--- config.mk ---
export PLATFORM = sky130hd
export DESIGN_NAME = mem_port_arbiter
export DESIGN_NICKNAME = d
export VERILOG_FILES = /design/src/rtl/mem_port_arbiter.sv
export SDC_FILE = /design/constraint.sdc
export NUM_CORES = 1
export LEC_CHECK = 0
export ABC_AREA = 0
export CELL_PAD_IN_SITES_DETAIL_PLACEMENT = 0
export CELL_PAD_IN_SITES_GLOBAL_PLACEMENT = 1
export CORE_MARGIN = 1.5
export CORE_UTILIZATION = 30
export DETAILED_ROUTE_END_ITERATION = 8
export PLACE_DENSITY_LB_ADDON = 0.12
export SETUP_SLACK_MARGIN = 0.05
export SLEW_MARGIN = 20
export SYNTH_ARGS = -nofsm -noshare
export SYNTH_HDL_FRONTEND = slang
export SYNTH_SLANG_ARGS = --single-unit
--- constraint.sdc ---
create_clock -name clk_i -period 5.9 [get_ports clk_i]
set_clock_uncertainty 0.1 [all_clocks]
set_input_delay 0.59 -clock clk_i [delete_from_list [all_inputs] [get_ports clk_i]]
set_output_delay 0.59 -clock clk_i [all_outputs]
set_load 0.01 [all_outputs]
--- src/rtl/mem_port_arbiter.sv ---
// Arbitrates the single unified memory port between instruction fetch (IF) and load/store (LS).
// LS has priority. An IF grant is forced after MAX_WAIT consecutive losses while IF is waiting.
//
// state   | meaning
// IDLE    | no transaction outstanding; arbitrates on any request
// BUSY_IF | fetch transaction outstanding, waiting for mem_ack_i
// BUSY_LS | load/store transaction outstanding, waiting for mem_ack_i
module mem_port_arbiter #(
  parameter int ADDR_W   = 32,
  parameter int DATA_W   = 32,
  parameter int MAX_WAIT = 4
) (
  input  logic                clk_i,
  input  logic                rst_i,
  input  logic                if_req_i,
  input  logic [ADDR_W-1:0]   if_addr_i,
  output logic                if_gnt_o,
  output logic                if_rvalid_o,
  output logic [DATA_W-1:0]   if_rdata_o,
  input  logic                ls_req_i,
  input  logic                ls_we_i,
  input  logic [ADDR_W-1:0]   ls_addr_i,
  input  logic [DATA_W-1:0]   ls_wdata_i,
  input  logic [DATA_W/8-1:0] ls_wstrb_i,
  output logic                ls_gnt_o,
  output logic                ls_rvalid_o,
  output logic [DATA_W-1:0]   ls_rdata_o,
  output logic                mem_req_o,
  output logic                mem_we_o,
  output logic [ADDR_W-1:0]   mem_addr_o,
  output logic [DATA_W-1:0]   mem_wdata_o,
  output logic [DATA_W/8-1:0] mem_wstrb_o,
  input  logic                mem_ack_i,
  input  logic [DATA_W-1:0]   mem_rdata_i,
  output logic                busy_o
);

  localparam int STRB_W = DATA_W / 8;
  localparam logic [3:0] MAX_WAIT_C = 4'(MAX_WAIT);

  typedef enum logic [1:0] {IDLE, BUSY_IF, BUSY_LS} state_t;

  state_t              state_q, state_d;
  logic [3:0]          starve_q, starve_d;
  logic                if_win, ls_win;

  logic                if_gnt_q, if_gnt_d;
  logic                if_rvalid_q, if_rvalid_d;
  logic [DATA_W-1:0]   if_rdata_q, if_rdata_d;
  logic                ls_gnt_q, ls_gnt_d;
  logic                ls_rvalid_q, ls_rvalid_d;
  logic [DATA_W-1:0]   ls_rdata_q, ls_rdata_d;
  logic                mem_req_q, mem_req_d;
  logic                mem_we_q, mem_we_d;
  logic [ADDR_W-1:0]   mem_addr_q, mem_addr_d;
  logic [DATA_W-1:0]   mem_wdata_q, mem_wdata_d;
  logic [STRB_W-1:0]   mem_wstrb_q, mem_wstrb_d;

  // Winner selection; only meaningful in IDLE.
  always_comb begin
    if_win = 1'b0;
    ls_win = 1'b0;
    if (state_q == IDLE) begin
      if (if_req_i && (starve_q == MAX_WAIT_C)) if_win = 1'b1;
      else if (ls_req_i)                        ls_win = 1'b1;
      else if (if_req_i)                        if_win = 1'b1;
    end
  end

  always_ff @(posedge clk_i or posedge rst_i) begin
    if (rst_i) begin
      state_q     <= IDLE;
      starve_q    <= '0;
      if_gnt_q    <= 1'b0;
      if_rvalid_q <= 1'b0;
      if_rdata_q  <= '0;
      ls_gnt_q    <= 1'b0;
      ls_rvalid_q <= 1'b0;
      ls_rdata_q  <= '0;
      mem_req_q   <= 1'b0;
      mem_we_q    <= 1'b0;
      mem_addr_q  <= '0;
      mem_wdata_q <= '0;
      mem_wstrb_q <= '0;
    end else begin
      state_q     <= state_d;
      starve_q    <= starve_d;
      if_gnt_q    <= if_gnt_d;
      if_rvalid_q <= if_rvalid_d;
      if_rdata_q  <= if_rdata_d;
      ls_gnt_q    <= ls_gnt_d;
      ls_rvalid_q <= ls_rvalid_d;
      ls_rdata_q  <= ls_rdata_d;
      mem_req_q   <= mem_req_d;
      mem_we_q    <= mem_we_d;
      mem_addr_q  <= mem_addr_d;
      mem_wdata_q <= mem_wdata_d;
      mem_wstrb_q <= mem_wstrb_d;
    end
  end

  always_comb begin
    state_d = state_q;
    case (state_q)
      IDLE: begin
        if (if_win)      state_d = BUSY_IF;
        else if (ls_win) state_d = BUSY_LS;
      end
      BUSY_IF, BUSY_LS: begin
        if (mem_ack_i) state_d = IDLE;
      end
      default: state_d = IDLE;
    endcase
  end

  always_comb begin
    starve_d    = starve_q;
    if_gnt_d    = 1'b0;
    if_rvalid_d = 1'b0;
    if_rdata_d  = if_rdata_q;
    ls_gnt_d    = 1'b0;
    ls_rvalid_d = 1'b0;
    ls_rdata_d  = ls_rdata_q;
    mem_req_d   = mem_req_q;
    mem_we_d    = mem_we_q;
    mem_addr_d  = mem_addr_q;
    mem_wdata_d = mem_wdata_q;
    mem_wstrb_d = mem_wstrb_q;
    case (state_q)
      IDLE: begin
        if (if_win) begin
          if_gnt_d    = 1'b1;
          starve_d    = '0;
          mem_req_d   = 1'b1;
          mem_we_d    = 1'b0;
          mem_addr_d  = if_addr_i;
          mem_wdata_d = '0;
          mem_wstrb_d = '0;
        end else if (ls_win) begin
          ls_gnt_d    = 1'b1;
          mem_req_d   = 1'b1;
          mem_we_d    = ls_we_i;
          mem_addr_d  = ls_addr_i;
          mem_wdata_d = ls_wdata_i;
          mem_wstrb_d = ls_we_i ? ls_wstrb_i : '0;
          // Only a loss while IF is actually waiting counts toward starvation.
          if (if_req_i && (starve_q != MAX_WAIT_C)) starve_d = starve_q + 4'd1;
        end
      end
      BUSY_IF: begin
        if (mem_ack_i) begin
          mem_req_d   = 1'b0;
          if_rvalid_d = 1'b1;
          if_rdata_d  = mem_rdata_i;
        end
      end
      BUSY_LS: begin
        if (mem_ack_i) begin
          mem_req_d   = 1'b0;
          ls_rvalid_d = 1'b1;
          ls_rdata_d  = mem_rdata_i;
        end
      end
      default: ;
    endcase
  end

  assign if_gnt_o    = if_gnt_q;
  assign if_rvalid_o = if_rvalid_q;
  assign if_rdata_o  = if_rdata_q;
  assign ls_gnt_o    = ls_gnt_q;
  assign ls_rvalid_o = ls_rvalid_q;
  assign ls_rdata_o  = ls_rdata_q;
  assign mem_req_o   = mem_req_q;
  assign mem_we_o    = mem_we_q;
  assign mem_addr_o  = mem_addr_q;
  assign mem_wdata_o = mem_wdata_q;
  assign mem_wstrb_o = mem_wstrb_q;
  assign busy_o      = (state_q != IDLE);

endmodule

Yosys cells after proc, flatten, opt, wreduce, memory -nomap -nowiden:

Index checks and enable logic that the tools add are counted.
W data, S select, Z words.

* add/sub/neg operators: 1
* multiply operators: 0
* divide/modulo/power cells: 0
* order comparisons: 0
* eq/ne operators: 6
* shift-type cells: 0
* mux-type cells: 35
* bitwise gates (word level): 0
* reductions and logical operators: 14

Operators with widths (count)
* $mux W32: 4
* $mux W4: 6
* $mux W1: 20
* $reduce_and A2 Y1: 4
* $reduce_bool A2 Y1: 4
* $mux W2: 3
* $reduce_and A3 Y1: 2
* $add A4 B1 Y4 const B: 1
* $eq A4 B3 Y1 const B: 1
* $ne A4 B3 Y1 const B: 1
* $pmux W2 S2: 1
* $ne A3 B3 Y1 const B: 1
* $eq A2 B1 Y1 const B: 1
* $eq A2 B2 Y1 const B: 1
* $logic_and A1 B1 Y1: 2
* $logic_not A2 Y1: 1
* $ne A2 B1 Y1 const B: 1
* $pmux W1 S2: 1
* $reduce_or A2 Y1: 1

* register bits after elaboration: 144
* bits in latches: 0
* bits in writable memories: 0
* bits in read-only memories: 0
* input port bits: 138
* output and inout port bits: 139
* logic and storage cells: 69
* memories kept: 0

Longest topological paths before layout:

Gate-level depths: netlist of run 1.

* word-level depth: 7
* mapped depth: 7
* gate-level depth less buffers: 5

Least setup slack after synthesis of run 1:

Ideal clock, no wire load.

* path kind: flip-flop to output port
* from: register state_q[0]
* to: output busy_o
* arrival: 1.071 ns
* data required time: 5.210 ns
* slack: 4.139 ns
* cell stages (with the launch flop): 6
* path buffers: 2
* path through: dfrtp_1 > inv_1 > ha_1 > buf_2 > buf_2 > inv_1

* cells in the longest elaborated chain, start to end: 1

RTL lines
* start, declared: RTL line 43 `state_t state_q, state_d;`
* start signal, assigned: RTL line 86 `state_q <= state_d;`
* $reduce_bool A2 Y1: RTL line 179 `assign busy_o = (state_q != IDLE);`
* end, declared: RTL line 35 `output logic busy_o`

Every way passes these cells.

Worst setup path after layout of run 1:

Ends and elaborated chain as after synthesis.

==> flow_summary.ini, run 1 <==
[status]
outcome = finished clean

[detailed_routing]
drt_iter0_markers = 269
finalWirelength_um = 17670
wl_per_cell_um = 18.33
vias = 4732
ant_nets = 0
via_per_inst = 4.909
drc_errors = 0
drtPass1Iterations = 6

[timing]
slew_headroom_pct = 42.04
fin_crit_sh_pct = 56.55
max_clock_freq_ghz = 0.2997
setup-violations-final = 0
finalWorstSetupSlack_ns = 2.563
tightest_slew_ns = 0.8694
final_hold_viol_count = 0
finalCriticalPeriod_ns = 3.337
whs_ns = 0.3939
slew_viol_final = 0
setup_tns_ns = 0
rsz0062_at_grt = false

[finish]
fin_util_pct = 49.04
final_nets = 829
finalNonFillerCells = 964
area_growth_pct = 60.52
final_cell_mix = clkdlybuf4s50_1, dfrtp_1, mux2_2, o2111a_1, a221o_1
final_common_cell = clkdlybuf4s50_1
drive_above_1_share_pct = 15.45
antenna_cells = 0
design_area_sq_mm = 0.009544
nFillCells = 1730

[synth]
netlist.area_leader.share_pct = 60.61
syn-cell-area_sq_mm = 0.005946
muxShareOfSynthArea_pct = 12.29
yosysUniqueCellTypes = 35
synthAdderAreaFrac_pct = 1.052
ys_seq_area_share_pct = 60.61
yosysTopAreaCell = dfrtp_1
syn_nets = 563
synth_warnings = 0
synth-compound-area-share_pct = 18.71
synth_cells = 420
synth_xor_area_share_pct = 0
syn_avg_cell_area_sq_um = 14.16
ys_seq_elements = 144
yosys-top-cells-area = dfrtp_1, mux2_2, o2111a_1
synthSimpleGateAreaFrac_pct = 3.283
synth_top_family_by_area = compound AO/OA/AOI/OAI gates

[worst_hold_path]
hp-class = reg2reg

[placed_design]
portBuffers = 276
dpl_cell_area_sq_mm = 0.008939
dp.cells = 932
gp_routability_congestion = 0.7764
dpl.hpwl_um = 11970
pre_cts_ws_ns = 2.985

[pwr]
ir_drop_mv = 0.1989
power_mw = 5.030
power.density_mw_per_mm2 = 527.0
p_leak_nw = 3.958

[worst_setup_path]
crit_required_ns = 5.21
cp_data_arrival_time_ns = 2.65
endpoint_kind = output port
path_class = reg2out
cp-start-kind = flop
path_max_fanout = 21

[clocking]
insertion_delay_ns = 0.41
root_buffer = clkbuf_16
holdBufCountCts = 0
path_clk_slew_ns = 0.06
ctsResizeCount = 0
cts_tree = built
cts_buffers = 17
htree_levels = 4
cts_buffer_depth = 2
postCtsSetupBuffers = 0
cts.sinks = 144

[die]
die_area_sq_mm = 0.02067
dieHeight_um = 143.8
start_util_pct = 30.55
die_w_um = 143.8
io_pins = 277
core_sq_mm = 0.01946
rows = 51

[global_route]
grt_pass1_vias = 4838
antenna_found_initial = 0
grt_usage_pct = 16.69
grt_overflow = 0
grt_pass1_wl_um = 26400
grt_max_degree = 95

[job]
maxCapViolCount = 0
state kept, by name (all words and copies together), names as in the netlist:
signal and flops:
mem_wstrb_o 4, mem_req_o 1, mem_addr_o 32, if_rdata_o 32
ls_rvalid_o 1, ls_rdata_o 32, mem_we_o 1, state_q 2
if_gnt_o 1, if_rvalid_o 1, starve_q 4, mem_wdata_o 32
ls_gnt_o 1
kinds of logic after synthesis:
| logic type | after synthesis |
|---|---|
| AOI/OAI and AO/OA | 123 |
| and+or+nand+nor | 35 |
| DFF | 144 |
| muxes | 65 |
| buffers and inverters | 48 |
| adders and majority gates | 5 |
path summary, 6_finish.rpt:
path	slack, ns	to	cells after the start	from
setup / recovery	2.56	busy_o	5	state_q[0]
min in group asynchronous	0.62	ls_rdata_o[24]	2	rst_i
max in group asynchronous	3.84	if_rdata_o[25]	3	rst_i
setup reg to reg	3.30	mem_addr_o[9]	6	state_q[0]
hold reg to reg	0.39	mem_wstrb_o[0]	1	mem_wstrb_o[0]
hold / removal	0.39	mem_wstrb_o[0]	1	mem_wstrb_o[0]
where the power goes:
| group | switching, mW | leakage, nW | internal, mW |
|---|---|---|---|
| Sequential | 0.260 | 1.77 | 1.46 |
| Combinational | 0.905 | 1.89 | 1.31 |
| Clock | 0.420 | 0.291 | 0.679 |
| Total | 1.58 | 3.96 | 3.45 |
Yosys cell counts, drive strengths merged:
master / number
a21oi: 12
a221o: 32
a222oi: 1
a22o: 23
a32o: 4
and2: 2
and3b: 1
and4b: 1
buf: 23
clkbuf: 14
dfrtp: 144
ha: 5
inv: 11
mux2: 64
mux2i: 1
nand2: 10
nand2b: 2
nand3: 13
nand3b: 1
nand4b: 1
nor2: 2
nor2b: 1
o2111a: 32
o211ai: 1
o21ai: 14
o22ai: 1
o2bb2ai: 1
o311ai: 1
o31ai: 1
or3: 1
metal layers:
metal / track usage, % / up-vias / routed length, um
met4: 7.089 / 0 / 321
met5: 0 / - / 0
met3: 6.465 / 21 / 1697
met1: 20.19 / 2330 / 7375
li1: - / 2163 / -
met2: 26.47 / 218 / 8273
critical path, cell delays in order (launching register included):
cell and delay [ns]:
dfrtp_1 0.40, inv_1 0.11, ha_1 0.64, buf_4 0.39
inv_1 0.14, clkdlybuf4s50_1 0.55
area by class of cell:
class / count / area [sq um] / share of cell area [%]
clock buffers: 20 / 446.7 / 4.680
multi-input cells: 228 / 2115 / 22.16
well taps: 265 / 331.6 / 3.474
flip-flops and latches: 144 / 3603 / 37.76
clock inverters: 12 / 158.9 / 1.665
repair buffers: 284 / 2843 / 29.79
inverters: 11 / 46.29 / 0.4851
Note: power is estimated with default switching activity, not from simulation.
==> inputs of run 2 (changes only) <==
- clock period: 5.9 -> 3.1 ns (I/O delays scaled with it)
==> run 2 against run 1 <==
Final cell count up 0.52%. Clock-buffer cell count down 2. Utilization up 0.40 points. Die area unchanged. Critical path depth unchanged. Combinational power up 92%. Register-to-register slack worse by 2.5 ns. Sequential cell count unchanged. Critical endpoint unchanged.
==> flow_summary.ini, run 2 (synthesized netlist as in run 1, its figures left out) <==
[status]
outcome = finished clean

[clocking]
cts_tree = built
postCtsSetupBuffers = 0
root_buffer = clkbuf_16
cts.sinks = 144
path_clk_slew_ns = 0.06
cts_buffers = 17
ctsResizeCount = 0
holdBufCountCts = 0
htree_levels = 4
cts_buffer_depth = 2
insertion_delay_ns = 0.41

[pwr]
p_leak_nw = 3.996
power.density_mw_per_mm2 = 1005
ir_drop_mv = 0.3740

[timing]
tightest_slew_ns = 0.7012
max_clock_freq_ghz = 0.3872
whs_ns = 0.2386
fin_crit_sh_pct = 83.31
finalCriticalPeriod_ns = 2.583
slew_viol_final = 0
final_hold_viol_count = 0
rsz0062_at_grt = false
setup_tns_ns = 0
setup-violations-final = 0
slew_headroom_pct = 53.14

[worst_setup_path]
endpoint_kind = output port
cpMostUsedCell = inv_1
path_max_fanout = 19
cp-start-kind = flop
path_cells = inv_1, ha_1, buf_4, inv_1, clkdlybuf4s50_1
path_class = reg2out
crit_required_ns = 2.69
cpPeakStageDelay_ns = 0.58
cp_slowest_cell = clkdlybuf4s50_1
cp_data_arrival_time_ns = 2.17

[finish]
final_cell_mix = clkdlybuf4s50_1, dfrtp_1, mux2_2, o2111a_1, a221o_1
drive_above_1_share_pct = 16.34
final_nets = 836
area_growth_pct = 61.85
antenna_cells = 0
final_common_cell = clkdlybuf4s50_1

[placed_design]
gp_routability_congestion = 0.7646
dpl.hpwl_um = 12790
portBuffers = 276

[die]
start_util_pct = 30.55
io_pins = 277
rows = 51
die_w_um = 143.8
dieHeight_um = 143.8
core_sq_mm = 0.01946
die_area_sq_mm = 0.02067

[detailed_routing]
ant_nets = 0
finalWirelength_um = 17990
wl_per_cell_um = 18.57
drtPass1Iterations = 4
drc_errors = 0
drt_iter0_markers = 217
via_per_inst = 4.897
vias = 4745

[global_route]
grt_overflow = 0
grt_usage_pct = 17.27
grt_max_degree = 48
grt_pass1_vias = 4932
antenna_found_initial = 0
grt_pass1_wl_um = 26930

[job]
maxCapViolCount = 0

[worst_hold_path]
hp-class = in2async
## run 2: path summary, 6_finish.rpt
kind | cells after the start | from | slack [ns] | endpoint
worst max-delay path | 5 | state_q[0] | 0.52 | busy_o
worst min-delay path | 2 | rst_i | 0.24 | if_rdata_o[1]
worst max register to register | 7 | state_q[0] | 0.82 | mem_addr_o[15]
worst min register to register | 1 | mem_wdata_o[15] | 0.40 | mem_wdata_o[15]
max in group asynchronous | 3 | rst_i | 1.88 | ls_rdata_o[10]
min in group clk_i | 3 | ls_wdata_i[8] | 0.37 | mem_wdata_o[8]
## run 2: final cells by class
type	instances	area, sq um
fillers	1736	9839
flip-flops and latches	144	3603
repair buffers	291	2900
multi-input cells	228	2120
clock buffers	18	439.2
well taps	265	331.6
clock inverters	12	183.9
inverters	11	45.04
## run 2: routing by layer
| metal | wire length [um] | part of all wire [%] | vias up | global-route usage, % |
|---|---|---|---|---|
| met4 | 449 | 2.5 | 0 | 7.250 |
| met3 | 1646 | 9.1 | 30 | 7.031 |
| met1 | 7259 | 40 | 2346 | 20.30 |
| met2 | 8636 | 48 | 197 | 27.88 |
| li1 | - | - | 2172 | - |
| met5 | 0 | 0 | - | 0 |
## run 2: metrics by stage
stage                     util (%)  cells  cell area, sq um  power (mW)  setup WS (ns)
after CTS                    49.44    969              9623       9.813         0.5095
final                        49.44    969              9623       9.675         0.5173
after floorplan                  -    420              5949       5.140         0.8850
after global placement       46.22    939              8995       7.505         0.4878
after detailed placement     46.24    939              9000       7.602         0.7659
after global routing         49.44    969              9623       10.26         0.3870
## run 2: where the power goes
group          internal (mW)  switching [mW]  total [mW]  leakage (nW)
clock                   1.37           0.788        2.15         0.299
sequential              2.78           0.502        3.28          1.77
combinational           2.51            1.73        4.24          1.92
## run 2: critical path, delay by kind of cell, from the launching register on
family,cells,cell delay (ns)
fa+ha+maj,1,0.23
buf+inv,4,1.14
flops,1,0.39
==> inputs of run 3 (changes only) <==
- CORE_UTILIZATION: 30 -> 29
- clock period: 3.1 -> 2.1 ns (I/O delays scaled with it)
==> run 3 against run 2 <==
Utilization is 1.4 points lower. Via count about the same. Register-to-register slack worse by 0.63 ns. Wire length decreased by 2.1%. Final cell count up 1.5%. Clock-buffer cell count is 3 higher. Worst setup slack got worse by 0.33 ns. Clock power is 30% higher. Hold slack worse by 0.23 ns. Combinational power rose by 50%. Sequential share of layout area decreased by 0.29 points. Critical endpoint is now mem_addr_o[25]. Largest cell class unchanged. Largest power group unchanged.
==> flow_summary.ini, run 3 (synthesized netlist as in run 1, its figures left out) <==
[clocking]
cts_buffer_depth = 2
cts.sinks = 144
cts_tree = built
holdBufCountCts = 0
cts_buffers = 17
path_clk_slew_ns = 0.06
root_buffer = clkbuf_16
insertion_delay_ns = 0.41
htree_levels = 4

[global_route]
grt_use_met2_pct = 27.70
grt_usage_pct = 16.68
grt_util_met3_pct = 5.094
grt_max_degree = 73
antenna_found_initial = 0
grt_overflow = 0
grt.busiest_layer = met2
grtUsageMet1_pct = 20.13
grt_pass1_wl_um = 27890
grt_pass1_vias = 5089

[finish]
design_area_sq_mm = 0.009698
nFillCells = 1788
drive_above_1_share_pct = 17.37
area_growth_pct = 63.11
final_cell_mix = clkdlybuf4s50_1, dfrtp_1, mux2_2, o2111a_1, a221o_1
antenna_cells = 0
final_nets = 846
multi_input_area_sq_mm = 0.002127
final_common_cell = clkdlybuf4s50_1
seq_area_sq_mm = 0.003603

[timing]
tightest_slew_ns = 0.5948
fin_crit_sh_pct = 90.99
slew_viol_final = 0
setup_tns_ns = 0
slew_headroom_pct = 60.29
max_clock_freq_ghz = 0.5233
rsz0062_at_grt = false
finalCriticalPeriod_ns = 1.911
finalWorstSetupSlack_ns = 0.1892
final_hold_viol_count = 0
whs_ns = 0.007470
setup-violations-final = 0

[job]
maxCapViolCount = 0

[die]
core_sq_mm = 0.02017
die_w_um = 146.2
die_area_sq_mm = 0.02137
start_util_pct = 29.48
dieHeight_um = 146.2
rows = 52
io_pins = 277

[detailed_routing]
finalWirelength_um = 17620
ant_nets = 0
vias = 4749
drc_errors = 0
wl_per_cell_um = 17.91
via_per_inst = 4.826
drt_iter0_markers = 227
drtPass1Iterations = 6

[worst_setup_path]
path_max_fanout = 21
path_buf_inv = 2
r2r_slack_ns = 0.19
cp_top_family = compound AO/OA/AOI/OAI gates
path_cells = inv_1, ha_1, nand3b_4, buf_12, o2111a_1, a221o_1
reg2regPathDepth = 6
cpPeakStageDelay_ns = 0.42
r2r-end = mem_addr_o[25]
cp_data_arrival_time_ns = 2.10
path_class = reg2reg
r2r_start = starve_q[0]
cp_slowest_cell = dfrtp_1
cp-start-kind = flop
endpoint_kind = flop
crit_required_ns = 2.29

[pwr]
power.density_mw_per_mm2 = 1445
p_leak_nw = 4.030
ir_drop_mv = 0.6344

[worst_hold_path]
hp-class = in2async

[placed_design]
portBuffers = 276
dpl_cell_area_sq_mm = 0.009109
dpl.hpwl_um = 12320
pre_cts_ws_ns = 0.1512
gp_routability_congestion = 0.7857

[status]
outcome = finished clean
==> run 3: report_power, final <==
part | switching (mW) | total, mW | internal, mW
Clock | 1.12 | 2.80 | 1.68
Sequential | 0.750 | 4.85 | 4.10
Combinational | 2.55 | 6.36 | 3.81
==> run 3: worst max path at each step <==
stage                     end  cells after the start  slack [ns]   startpoint
6_report       mem_addr_o[25]                      6        0.19  starve_q[0]
5_1_grt        mem_addr_o[31]                      6        0.09  starve_q[0]
4_1_cts                busy_o                      4        0.11   state_q[0]
2_1_floorplan        if_gnt_o                      1       -0.02        rst_i
3_5_place_dp   mem_addr_o[19]                      6        0.15  starve_q[0]
3_3_place_gp   mem_addr_o[20]                      6        0.19  starve_q[0]
==> run 3: worst reg2reg max path, delay by kind of cell, from the launching register on <==
family,cells,cell delay (ns)
AND/OR/NAND/NOR,1,0.22
AO/OA/AOI/OAI,2,0.51
adder cells (fa/ha/maj),1,0.24
buffers and inverters,2,0.31
flip-flops,1,0.42
==> run 3: through the flow <==
step,util [%],std cells,power (mW)
2_1_floorplan,-,420,7.587
3_3_place_gp,45.16,950,11.15
3_5_place_dp,45.16,950,11.26
4_1_cts,47.88,980,14.17
5_1_grt,48.08,984,14.85
6_report,48.08,984,14.02
==> run 3: layout make-up <==
type                            instances  area share [%]
Timing Repair Buffer                  301           31.31
Inverter                               11          0.4645
Tap cell                              270           3.483
Sequential cell                       144           37.16
Clock buffer                           21           4.748
Clock inverter                          9          0.9031
Multi-Input combinational cell        228           21.93
==> run 3: metal layers <==
layer	up-vias	share of wire, %
met5	-	0
met3	24	7.3
met1	2335	42
met4	0	2.1
met2	190	48
li1	2200	-
==> run 3: what timing repair did <==
item                                   CTS  global route
setup buffers                            0             4
setup endpoints to repair                1            14
resized for setup                        2             1
endpoints found under the hold margin    0             0
cloned                                   0             0
pin swaps                                0             0
